`src/rtl/lsu_pkg.sv`:
```
// Shared types and constants for the load/store unit: FSM states, RV32I funct3 width codes
// and the access-size decode used by both the FSM and the misalignment check.
package lsu_pkg;

  typedef enum logic [1:0] {IDLE, RD, WR, RESP} state_t;
  typedef enum logic [1:0] {SZ_B, SZ_H, SZ_W} size_t;

  localparam logic [2:0] F3_B  = 3'b000;
  localparam logic [2:0] F3_H  = 3'b001;
  localparam logic [2:0] F3_W  = 3'b010;
  localparam logic [2:0] F3_BU = 3'b100;
  localparam logic [2:0] F3_HU = 3'b101;

  localparam int LANES = 4;

  // BU/HU codes only exist for loads; a store carrying them falls back to a word access.
  function automatic size_t accessSize(input logic we, input logic [2:0] funct3);
    size_t sz;
    sz = SZ_W;
    if (funct3 == F3_B || (!we && funct3 == F3_BU)) begin
      sz = SZ_B;
    end else if (funct3 == F3_H || (!we && funct3 == F3_HU)) begin
      sz = SZ_H;
    end
    return sz;
  endfunction

endpackage

```
`src/rtl/load_store_unit_if.sv`:
```
// Bundle of the core request/response handshake and the data-memory port of the load/store unit.
// slave = the unit itself, master = its environment (core MEM stage plus data memory).
interface load_store_unit_if #(
  parameter int ADDR_W = 32,
  parameter int DATA_W = 32
);

  logic              req_valid;
  logic              req_ready;
  logic              req_we;
  logic [2:0]        req_funct3;
  logic [ADDR_W-1:0] req_addr;
  logic [DATA_W-1:0] req_wdata;
  logic              resp_valid;
  logic [DATA_W-1:0] resp_rdata;
  logic              resp_err;
  logic [ADDR_W-1:0] mem_A;
  logic [DATA_W-1:0] mem_WD;
  logic              mem_WE;
  logic [DATA_W-1:0] mem_RD;

  modport slave (
    input  req_valid, req_we, req_funct3, req_addr, req_wdata, mem_RD,
    output req_ready, resp_valid, resp_rdata, resp_err, mem_A, mem_WD, mem_WE
  );

  modport master (
    output req_valid, req_we, req_funct3, req_addr, req_wdata, mem_RD,
    input  req_ready, resp_valid, resp_rdata, resp_err, mem_A, mem_WD, mem_WE
  );

endinterface

```
`src/rtl/lsu_align.sv`:
```
// Combinational lane logic: sign/zero-extended sub-word extraction for loads and
// single-lane merge into the fetched word for SB/SH read-modify-write.
module lsu_align
  import lsu_pkg::*;
(
  input  logic [31:0]              i_word,
  input  logic [$clog2(LANES)-1:0] i_addr,
  input  logic [2:0]               i_funct3,
  input  logic [31:0]              i_wdata,
  output logic [31:0]              o_extRdata,
  output logic [31:0]              o_mergedWdata
);

  logic [7:0]  w_byte;
  logic [15:0] w_half;

  // Little-endian lanes: byte lane = addr[1:0], half lane = addr[1].
  always_comb begin
    w_byte = i_word[{i_addr, 3'b000} +: 8];
    w_half = i_word[{i_addr[1], 4'b0000} +: 16];
    case (i_funct3)
      F3_B:    o_extRdata = {{24{w_byte[7]}}, w_byte};
      F3_BU:   o_extRdata = {24'b0, w_byte};
      F3_H:    o_extRdata = {{16{w_half[15]}}, w_half};
      F3_HU:   o_extRdata = {16'b0, w_half};
      F3_W:    o_extRdata = i_word;
      default: o_extRdata = i_word;
    endcase
  end

  always_comb begin
    o_mergedWdata = i_word;
    case (i_funct3)
      F3_B:    o_mergedWdata[{i_addr, 3'b000} +: 8]     = i_wdata[7:0];
      F3_H:    o_mergedWdata[{i_addr[1], 4'b0000} +: 16] = i_wdata[15:0];
      default: o_mergedWdata = i_wdata;
    endcase
  end

endmodule

```
`src/rtl/load_store_unit.sv`:
```
// RV32I load/store unit driving a word-organised data memory (IDLE/RD/WR/RESP FSM, RMW for SB/SH).
// Optional misaligned-access trap enabled by defining LSU_MISALIGN_TRAP_EN.
module load_store_unit
  import lsu_pkg::*;
#(
  parameter int ADDR_W = 32,
  parameter int DATA_W = 32
) (
  input logic              clk,
  input logic              rst_n,
  load_store_unit_if.slave bus
);

  state_t            r_state;
  logic              r_we;
  logic [2:0]        r_funct3;
  logic [1:0]        r_addrLo;
  logic [DATA_W-1:0] r_wdata;
  logic [DATA_W-1:0] r_word;
  logic              r_reqReady;
  logic              r_respValid;
  logic [DATA_W-1:0] r_respRdata;
  logic              r_respErr;
  logic [ADDR_W-1:0] r_memA;
  logic [DATA_W-1:0] r_memWD;
  logic              r_memWE;

  size_t             w_reqSize;
  logic              w_trap;
  logic [DATA_W-1:0] w_alignWord;
  logic [DATA_W-1:0] w_extRdata;
  logic [DATA_W-1:0] w_mergedWdata;

  assign w_reqSize = accessSize(bus.req_we, bus.req_funct3);

`ifdef LSU_MISALIGN_TRAP_EN
  assign w_trap = (w_reqSize == SZ_H && bus.req_addr[0]) ||
                  (w_reqSize == SZ_W && bus.req_addr[1:0] != 2'b00);
`else
  assign w_trap = 1'b0;
`endif

  // The fetched word is only valid on the RD edge, so the align logic sees mem_RD directly there.
  assign w_alignWord = (r_state == RD) ? bus.mem_RD : r_word;

  lsu_align u_align (
    .i_word        (w_alignWord),
    .i_addr        (r_addrLo),
    .i_funct3      (r_funct3),
    .i_wdata       (r_wdata),
    .o_extRdata    (w_extRdata),
    .o_mergedWdata (w_mergedWdata)
  );

  always_ff @(posedge clk or negedge rst_n) begin
    if (!rst_n) begin
      r_state     <= IDLE;
      r_we        <= 1'b0;
      r_funct3    <= '0;
      r_addrLo    <= '0;
      r_wdata     <= '0;
      r_word      <= '0;
      r_reqReady  <= 1'b1;
      r_respValid <= 1'b0;
      r_respRdata <= '0;
      r_respErr   <= 1'b0;
      r_memA      <= '0;
      r_memWD     <= '0;
      r_memWE     <= 1'b0;
    end else begin
      case (r_state)
        IDLE: begin
          if (bus.req_valid) begin
            r_we       <= bus.req_we;
            r_funct3   <= bus.req_funct3;
            r_addrLo   <= bus.req_addr[1:0];
            r_wdata    <= bus.req_wdata;
            r_reqReady <= 1'b0;
            if (w_trap) begin
              r_state     <= RESP;
              r_respValid <= 1'b1;
              r_respErr   <= 1'b1;
              r_respRdata <= '0;
            end else if (bus.req_we && w_reqSize == SZ_W) begin
              r_state <= WR;
              r_memA  <= {bus.req_addr[ADDR_W-1:2], 2'b00};
              r_memWE <= 1'b1;
              r_memWD <= bus.req_wdata;
            end else begin
              r_state <= RD;
              r_memA  <= {bus.req_addr[ADDR_W-1:2], 2'b00};
            end
          end
        end
        RD: begin
          r_word <= bus.mem_RD;
          if (r_we) begin
            r_state <= WR;
            r_memWE <= 1'b1;
            r_memWD <= w_mergedWdata;
          end else begin
            r_state     <= RESP;
            r_respValid <= 1'b1;
            r_respRdata <= w_extRdata;
            r_respErr   <= 1'b0;
          end
        end
        WR: begin
          r_state     <= RESP;
          r_memWE     <= 1'b0;
          r_respValid <= 1'b1;
          r_respRdata <= '0;
          r_respErr   <= 1'b0;
        end
        RESP: begin
          r_state     <= IDLE;
          r_respValid <= 1'b0;
          r_reqReady  <= 1'b1;
        end
        default: begin
          r_state    <= IDLE;
          r_memWE    <= 1'b0;
          r_reqReady <= 1'b1;
        end
      endcase
    end
  end

  assign bus.req_ready  = r_reqReady;
  assign bus.resp_valid = r_respValid;
  assign bus.resp_rdata = r_respRdata;
  assign bus.resp_err   = r_respErr;
  assign bus.mem_A      = r_memA;
  assign bus.mem_WD     = r_memWD;
  assign bus.mem_WE     = r_memWE;

endmodule
```
`src/flat_wrapper.sv`:
```
// flat-port wrapper written by rule: the top's interface ports become plain ports
module load_store_unit_flat import lsu_pkg::*;
#(
  parameter int ADDR_W = 32,
  parameter int DATA_W = 32
)
  (clk, rst_n, bus_req_valid, bus_req_we, bus_req_funct3, bus_req_addr, bus_req_wdata, bus_mem_RD, bus_req_ready, bus_resp_valid, bus_resp_rdata, bus_resp_err, bus_mem_A, bus_mem_WD, bus_mem_WE);
  load_store_unit_if #(.ADDR_W(ADDR_W), .DATA_W(DATA_W)) bus_i ();
  input logic clk;
  input logic rst_n;
  input wire logic [$bits(bus_i.req_valid)-1:0] bus_req_valid;
  input wire logic [$bits(bus_i.req_we)-1:0] bus_req_we;
  input wire logic [$bits(bus_i.req_funct3)-1:0] bus_req_funct3;
  input wire logic [$bits(bus_i.req_addr)-1:0] bus_req_addr;
  input wire logic [$bits(bus_i.req_wdata)-1:0] bus_req_wdata;
  input wire logic [$bits(bus_i.mem_RD)-1:0] bus_mem_RD;
  output wire logic [$bits(bus_i.req_ready)-1:0] bus_req_ready;
  output wire logic [$bits(bus_i.resp_valid)-1:0] bus_resp_valid;
  output wire logic [$bits(bus_i.resp_rdata)-1:0] bus_resp_rdata;
  output wire logic [$bits(bus_i.resp_err)-1:0] bus_resp_err;
  output wire logic [$bits(bus_i.mem_A)-1:0] bus_mem_A;
  output wire logic [$bits(bus_i.mem_WD)-1:0] bus_mem_WD;
  output wire logic [$bits(bus_i.mem_WE)-1:0] bus_mem_WE;
  assign bus_i.req_valid = bus_req_valid;
  assign bus_i.req_we = bus_req_we;
  assign bus_i.req_funct3 = bus_req_funct3;
  assign bus_i.req_addr = bus_req_addr;
  assign bus_i.req_wdata = bus_req_wdata;
  assign bus_i.mem_RD = bus_mem_RD;
  assign bus_req_ready = bus_i.req_ready;
  assign bus_resp_valid = bus_i.resp_valid;
  assign bus_resp_rdata = bus_i.resp_rdata;
  assign bus_resp_err = bus_i.resp_err;
  assign bus_mem_A = bus_i.mem_A;
  assign bus_mem_WD = bus_i.mem_WD;
  assign bus_mem_WE = bus_i.mem_WE;
  load_store_unit #(.ADDR_W(ADDR_W), .DATA_W(DATA_W)) u_core (.clk(clk), .rst_n(rst_n), .bus(bus_i));
endmodule
```
`config.mk`:
```
export PLATFORM = sky130hd
export DESIGN_NAME = load_store_unit_flat
export DESIGN_NICKNAME = d
export VERILOG_FILES = /design/src/rtl/lsu_pkg.sv /design/src/rtl/load_store_unit_if.sv /design/src/rtl/lsu_align.sv /design/src/rtl/load_store_unit.sv /design/src/flat_wrapper.sv
export SDC_FILE = /design/constraint.sdc
export NUM_CORES = 1
export LEC_CHECK = 0
export CAP_MARGIN = 5
export CORE_MARGIN = 3
export CORE_UTILIZATION = 25
export DETAILED_ROUTE_END_ITERATION = 12
export GPL_ROUTABILITY_DRIVEN = 0
export SYNTH_ARGS = -nofsm -noshare
export SYNTH_HDL_FRONTEND = slang
export SYNTH_SLANG_ARGS = --single-unit
```
`constraint.sdc`:
```
create_clock -name clk -period 2.4 [get_ports clk]
set_input_delay 0.36 -clock clk [delete_from_list [all_inputs] [get_ports clk]]
set_output_delay 0.36 -clock clk [all_outputs]
set_load 0.01 [all_outputs]
```
; ---- Word-level counts from Yosys, hierarchy flattened
; Index checks and enable logic that the tools add are counted.
[word_totals]
register_bits = 170
inputBits = 103
out_inout_bits = 100
elab_cells = 82
[op_classes]
n_addsub = 2
eq_ne = 14
shifts = 6
muxes = 27
bitwise = 1
reduce_logical = 19
[ops]
columns = operator, n
row1 = 32-bit one-hot mux with 2 select lines, 3
row2 = 32-bit 2-to-1 mux, 5
row3 = 32-bit one-hot mux with 4 select lines, 1
row4 = 32-bit bitwise mux, 2
row5 = 16-bit by 7-bit variable shift with 32-bit output (first input constant), 1
row6 = 8-bit by 7-bit variable shift with 32-bit output (first input constant), 1
row7 = 16-bit by 7-bit variable part select with 32-bit output, 1
row8 = 32-bit by 6-bit variable part select with 16-bit output, 1
row9 = 32-bit by 6-bit variable part select with 8-bit output, 1
row10 = 8-bit by 7-bit variable part select with 32-bit output, 1
row11 = 5-bit negator with 7-bit output, 2
row12 = 3-bit equality test (second input constant), 4
row13 = 2-bit 2-to-1 mux, 4
row14 = 2-bit one-hot mux with 4 select lines, 1
row15 = 2-bit AND reduction, 4
row16 = 4-bit AND reduction, 2
row17 = 1-bit 2-to-1 mux, 7
row18 = 2-bit equality test (second input constant), 3
row19 = 3-bit by 1-bit equality test with 1-bit output (second input constant), 2
row20 = 3-bit zero test, 2
row21 = 1-bit one-hot mux with 3 select lines, 2
row22 = 2-bit nonzero test, 3
row23 = 2-bit by 1-bit != test with 1-bit output (second input constant), 2
row24 = 2-bit != test (second input constant), 2
row25 = other kinds (8), 12

; ---- Depth between registers and ports, before layout
[logic_depth]
ltp_word = 10
ltp_mapped = 10
depth_no_buf = 7

; ---- Hierarchy
; From an unflattened synthesis, not the netlist that was laid out.
[hier_totals]
hier_cells = 747
hier_area_um2 = 8795.9
[by_module_without_submodules]
columns = mod, instances, cells_each, area_per_inst_um2, seq_area_each_um2
row1 = load_store_unit, 1, 428, 6880.3, 4230.3
row2 = lsu_align, 1, 319, 1915.6, 0.0

; ---- Least setup slack after synthesis
; No wires, ideal clock.
[synth_timing]
path_type = register to register
start = register u_core.r_addrLo[1]
end = register u_core.r_memWD[29], in the netlist u_core.bus.mem_WD[29]
setup_time_ns = 0.067
arrival_time_ns = 2.133
required_ns = 2.333
path_slack_ns = 0.200
stages_incl_launch_ff = 10
n_path_buf = 3
synth_period_minus_slack_ns = 2.200
cell_sequence = dfrtp_1 buf_4 buf_2 inv_1 ha_1 nor4bb_1 clkbuf_1 a22oi_1 o211ai_1 a221o_1
[synth_between]
elab_chain_len = 6
elab_cells_between_ends = 11
cone_classes = add/sub (2) / shift (4) / mux (5)
[synth_rtl]
columns = item, line_no
row1 = "start, declared", load_store_unit.sv:17  ; logic [1:0] r_addrLo;
row2 = "start signal, assigned", load_store_unit.sv:76  ; r_addrLo <= bus.req_addr[1:0];
row3 = 5-bit negator with 7-bit output (on tied branches), "lsu_align.sv:35, lsu_align.sv:34"
row4 = 16-bit by 7-bit variable part select with 32-bit output (tied with other cells), lsu_align.sv:35  ; F3_H: o_mergedWdata[{i_addr[1], 4'b0000} +: 16] = i_wdata[15:0];
row5 = 32-bit bitwise mux (on tied branches), "lsu_align.sv:35, lsu_align.sv:34"
row6 = 32-bit one-hot mux with 2 select lines *, lsu_align.sv:33  ; case (i_funct3)
row7 = 32-bit 2-to-1 mux *, load_store_unit.sv:97  ; if (r_we) begin
row8 = 32-bit one-hot mux with 2 select lines *, load_store_unit.sv:71  ; case (r_state)
row9 = "end signal, assigned", load_store_unit.sv:88  ; r_memWD <= bus.req_wdata;
row10 = "end signal, assigned", load_store_unit.sv:100  ; r_memWD <= w_mergedWdata;
row11 = "end, declared", load_store_unit.sv:25  ; logic [DATA_W-1:0] r_memWD;
; Mark *: on every way between the ends. The rest lies on a longest branch, timed or not. The select of a mux whose other input is x is not followed.
; A chain may end at the register's enable or synchronous reset.

; ---- Worst setup path after layout
[layout_timing]
start = register u_core.r_state[1]
end = register u_core.r_memWD[26], in the netlist u_core.bus.mem_WD[26]
[layout_between]
elab_chain_len = 6
elab_cells_between_ends = 13
cone_classes = eq/ne (4) / mux (6) / reduce/logical (3)
[layout_rtl]
columns = item, line_no
row1 = "start, declared", load_store_unit.sv:14  ; state_t r_state;
row2 = "start signal, assigned", load_store_unit.sv:57  ; r_state <= IDLE;
row3 = "start signal, assigned", load_store_unit.sv:80  ; r_state <= RESP;
row4 = "start signal, assigned", load_store_unit.sv:85  ; r_state <= WR;
row5 = 2-bit by 1-bit equality test with 1-bit output *, load_store_unit.sv:44  ; assign w_alignWord = (r_state == RD) ? bus.mem_RD : r_word;
row6 = 32-bit 2-to-1 mux *, n/a
row7 = net u_core.u_align.i_word[26], lsu_align.sv:6  ; input logic [31:0] i_word,
row8 = 32-bit bitwise mux (on tied branches), "lsu_align.sv:35, lsu_align.sv:34"
row9 = 32-bit one-hot mux with 2 select lines *, lsu_align.sv:33
row10 = 32-bit 2-to-1 mux *, load_store_unit.sv:97
row11 = 32-bit one-hot mux with 2 select lines *, load_store_unit.sv:71
; The timed path passes the listed nets; every way through them passes the cells marked *. The select of a mux whose other input is x is not followed.

==> impl_metrics.yaml <==
sta:
  report.final.slew_viol_count: 0
  setup_tns_ps: 0
  clock.fmax_mhz: 445
  hold_violations: 0
  setup_viol: 0
  tightest_slew_ps: 784
  grt_setup_unrepaired: "false"
  holdWs_ps: 446
  period_minus_slack_ps: 2250
  skew_ps: 10.4
  fin_crit_sh: 0.936
  relSlewSlack: 0.478
floorplan:
  core_mm2: 0.0330
  dieArea_mm2: 0.0363
  initial_core_util: 0.258
  fp.dieH_um: 191
  ios: 203
  rows: 66
  die_x_um: 191
worst_setup_path:
  critPathMaxStageDelay_ps: 420
  worstPathMaxFanout: 12
  cpMostUsedCell: "o211ai_1"
  crit_buf_inv: 2
  critPathKind: "flip-flop to flip-flop"
  critPathLaunchType: "flip-flop"
  end_kind: "flip-flop"
  cpMaxStageDelayCell: "dfrtp_1"
  crit_family: "compound AO/OA/AOI/OAI gates"
  worstPathArrival_ps: 2560
  required_ps: 2710
  crit_chain: "inv_1, ha_4, buf_4, mux2_2, o211ai_1, o211ai_1, a221o_1"
drt:
  dr.pass1.iters: 5
  drt_iter0_drc: 479
  drt-total-wl_um: 30200
  vias: 7191
  avgViaCountPerCell: 5.05
  drc: 0
  ant_nets: 0
  wl_per_cell_um: 21.2
grt:
  overflow: 0
  grt_max_degree: 51
  grt_pass1_vias: 7282
  grt_pass1_wl_um: 45700
  grt_antenna_before_repair: 0
  track_usage: 0.167
flow_run:
  cap_violations: 0
yosys:
  syn_avg_cell_area_um2: 11.4
  async_flop_share: 1.00
  yosysWarnings: 0
  synth-edff-count: 0
  synth_area_mm2: 0.00852
  synth_top_family_by_area: "compound AO/OA/AOI/OAI gates"
  ys_seq_area_frac: 0.497
  synthMuxAreaShare: 0.158
  synthFlopType: "dfrtp_1"
  synth_compound_area_frac: 0.188
  synthSimpleGateAreaFrac: 0.0943
  synth_cell_types: 61
  post-synth-top-area-cell: "dfrtp_1"
  synth_seq_cells: 169
  synth.top_cell.area_share: 0.494
  synth_fa_ha_area_frac: 0.0147
  synthCells: 750
  yosys-top-cells-area: "dfrtp_1, mux2_2, a221o_1"
  synth-xor-area-share: 0
final_layout:
  area_growth_pct: 39.9
  fillCellCount: 3293
  nets: 1082
  stdcell_count: 1425
  multi_input_area_mm2: 0.00392
  drive_above_1_share: 0.218
  ff_latch_area_mm2: 0.00423
  stdcell_area_mm2: 0.0119
power_and_ir_drop:
  ir_drop_v: 0.000684
  total_leakage_power_uw: 0.00485
  p_per_area_mw_per_mm2: 1420
run_status:
  outcome: "complete, no violations"
clock_tree:
  cts-root-buf: "clkbuf_16"
  tritoncts: "built"
  numCtsBuffers: 17
  h-tree-depth: 4
  cts_setup_buffers: 0
  clock_sinks: 169
  clockBufferDepth: 2
  clk_latency_ps: 430
  clk_pin_slew_ps: 70
placed_design:
  place_area_mm2: 0.0113
  port_buffers: 199
  placedCellCount: 1391
  place_hpwl_um: 22800
hold_path:
  worst_hold_path_type: "input pin to asynchronous set/reset pin"
[worst register-to-register path: cells and delay by family (launching register included)]
family / cells / cell delay [ps]
AOI/OAI and AO/OA: 3 / 670
buffers and inverters: 2 / 330
adders and majority gates: 1 / 300
DFF: 1 / 420
muxes: 1 / 410
[cell usage in the layout (no fill, tap or decap), types with 15 or more instances in the layout]
cell type        instances
clkdlybuf4s50_1        198
a22oi_1                 16
a221o_1                 30
nor2_1                  44
nand2b_1                18
buf_4                   48
inv_1                   25
mux2_2                 102
o21ai_0                 25
nand2_1                 53
a221oi_1                15
a31oi_1                 16
clkbuf_16               17
a21oi_1                 18
dfrtp_1                168
o31ai_1                 15
o211ai_1                16
[cell usage after synthesis (3+ instances only)]
master,instances
nand2_1,54
o21ai_0,25
a221o_1,30
o31ai_1,15
clkbuf_1,21
o2bb2ai_1,5
mux2_2,102
o211ai_1,16
a31oi_1,16
buf_2,26
mux4_2,7
a21o_1,6
nor2b_1,10
dfrtp_1,168
a221oi_1,15
ha_1,10
a22oi_1,16
buf_6,5
o21a_1,7
nand2b_1,18
a22o_1,3
o221ai_1,7
buf_4,4
a211oi_1,6
o22ai_1,9
nor2_1,44
nor4bb_1,8
a21oi_1,19
inv_1,25
o21ai_1,6
mux2i_1,4
nand3_1,7
[final timing paths]
path / start / end / slack [ps] / cells after the start
min in group clk: u_core.bus.mem_WD[5] / u_core.bus.mem_WD[5] / 480 / 2
max: u_core.r_state[1] / u_core.bus.mem_WD[26] / 150 / 7
min reg2reg: u_core.bus.mem_WD[5] / u_core.bus.mem_WD[5] / 480 / 2
min: rst_n / u_core.bus.mem_WD[5] / 450 / 2
max reg2reg: u_core.r_state[1] / u_core.bus.mem_WD[26] / 150 / 7
max in group asynchronous: rst_n / u_core.bus.resp_rdata[28] / 1210 / 3
[state kept, by name, summed over array words and instances (netlist names)]
| name | cells |
|---|---|
| u_core.r_funct3 | 3 |
| u_core.bus.resp_valid | 1 |
| u_core.bus.resp_rdata | 32 |
| u_core.r_state | 2 |
| u_core.r_we | 1 |
| u_core.bus.req_ready | 1 |
| u_core.r_word | 32 |
| u_core.r_wdata | 32 |
| u_core.bus.mem_A | 30 |
| u_core.bus.mem_WD | 32 |
| u_core.r_addrLo | 2 |
| u_core.bus.mem_WE | 1 |
[power breakdown]
| part | switching [uW] | internal (uW) | total, uW |
|---|---|---|---|
| logic | 4540 | 4410 | 8950 |
| clock network | 1180 | 1590 | 2770 |
| registers | 1020 | 4170 | 5180 |
| total | 6740 | 10200 | 16900 |
[metal layers]
metal	global-route usage	vias up	share of wire
met5	0	-	0
met4	0.0384	0	0.015
met3	0.0426	21	0.080
met2	0.273	327	0.47
met1	0.223	3609	0.43
li1	-	3234	-
[per-stage QoR]
stage,worst slack [ps],total power [uW],utilization
floorplan,200,10100,-
global placement,111,14000,0.342
detailed placement,30.4,14100,0.342
CTS,6.89,16900,0.360
global route,59.1,18000,0.361
finish,155,16900,0.361
[area by class of cell]
cell class                      instances  area share
Clock inverter                         11      0.0103
Antenna cell                            1    0.000210
Tap cell                              442      0.0464
Multi-Input combinational cell        498       0.329
Inverter                               27     0.00851
Sequential cell                       169       0.355
Clock buffer                           21      0.0386
Timing Repair Buffer                  256       0.212
[repair_timing]
action                     in CTS  in global routing
gates resized for setup         0                  2
hold buffers                    1                  0
hold endpoints to repair       42                  0
setup endpoints to repair       0                 36
[logic make-up (layout without fill, tap and decap cells)]
kind of cell | after synthesis | in the layout
other cells | 1 | 4
simple gates | 157 | 157
compound gates | 215 | 215
mux | 113 | 113
buf+inv | 85 | 315
fa+ha+maj | 10 | 10
flops | 169 | 169
Note: power is estimated with default switching activity, not from simulation.
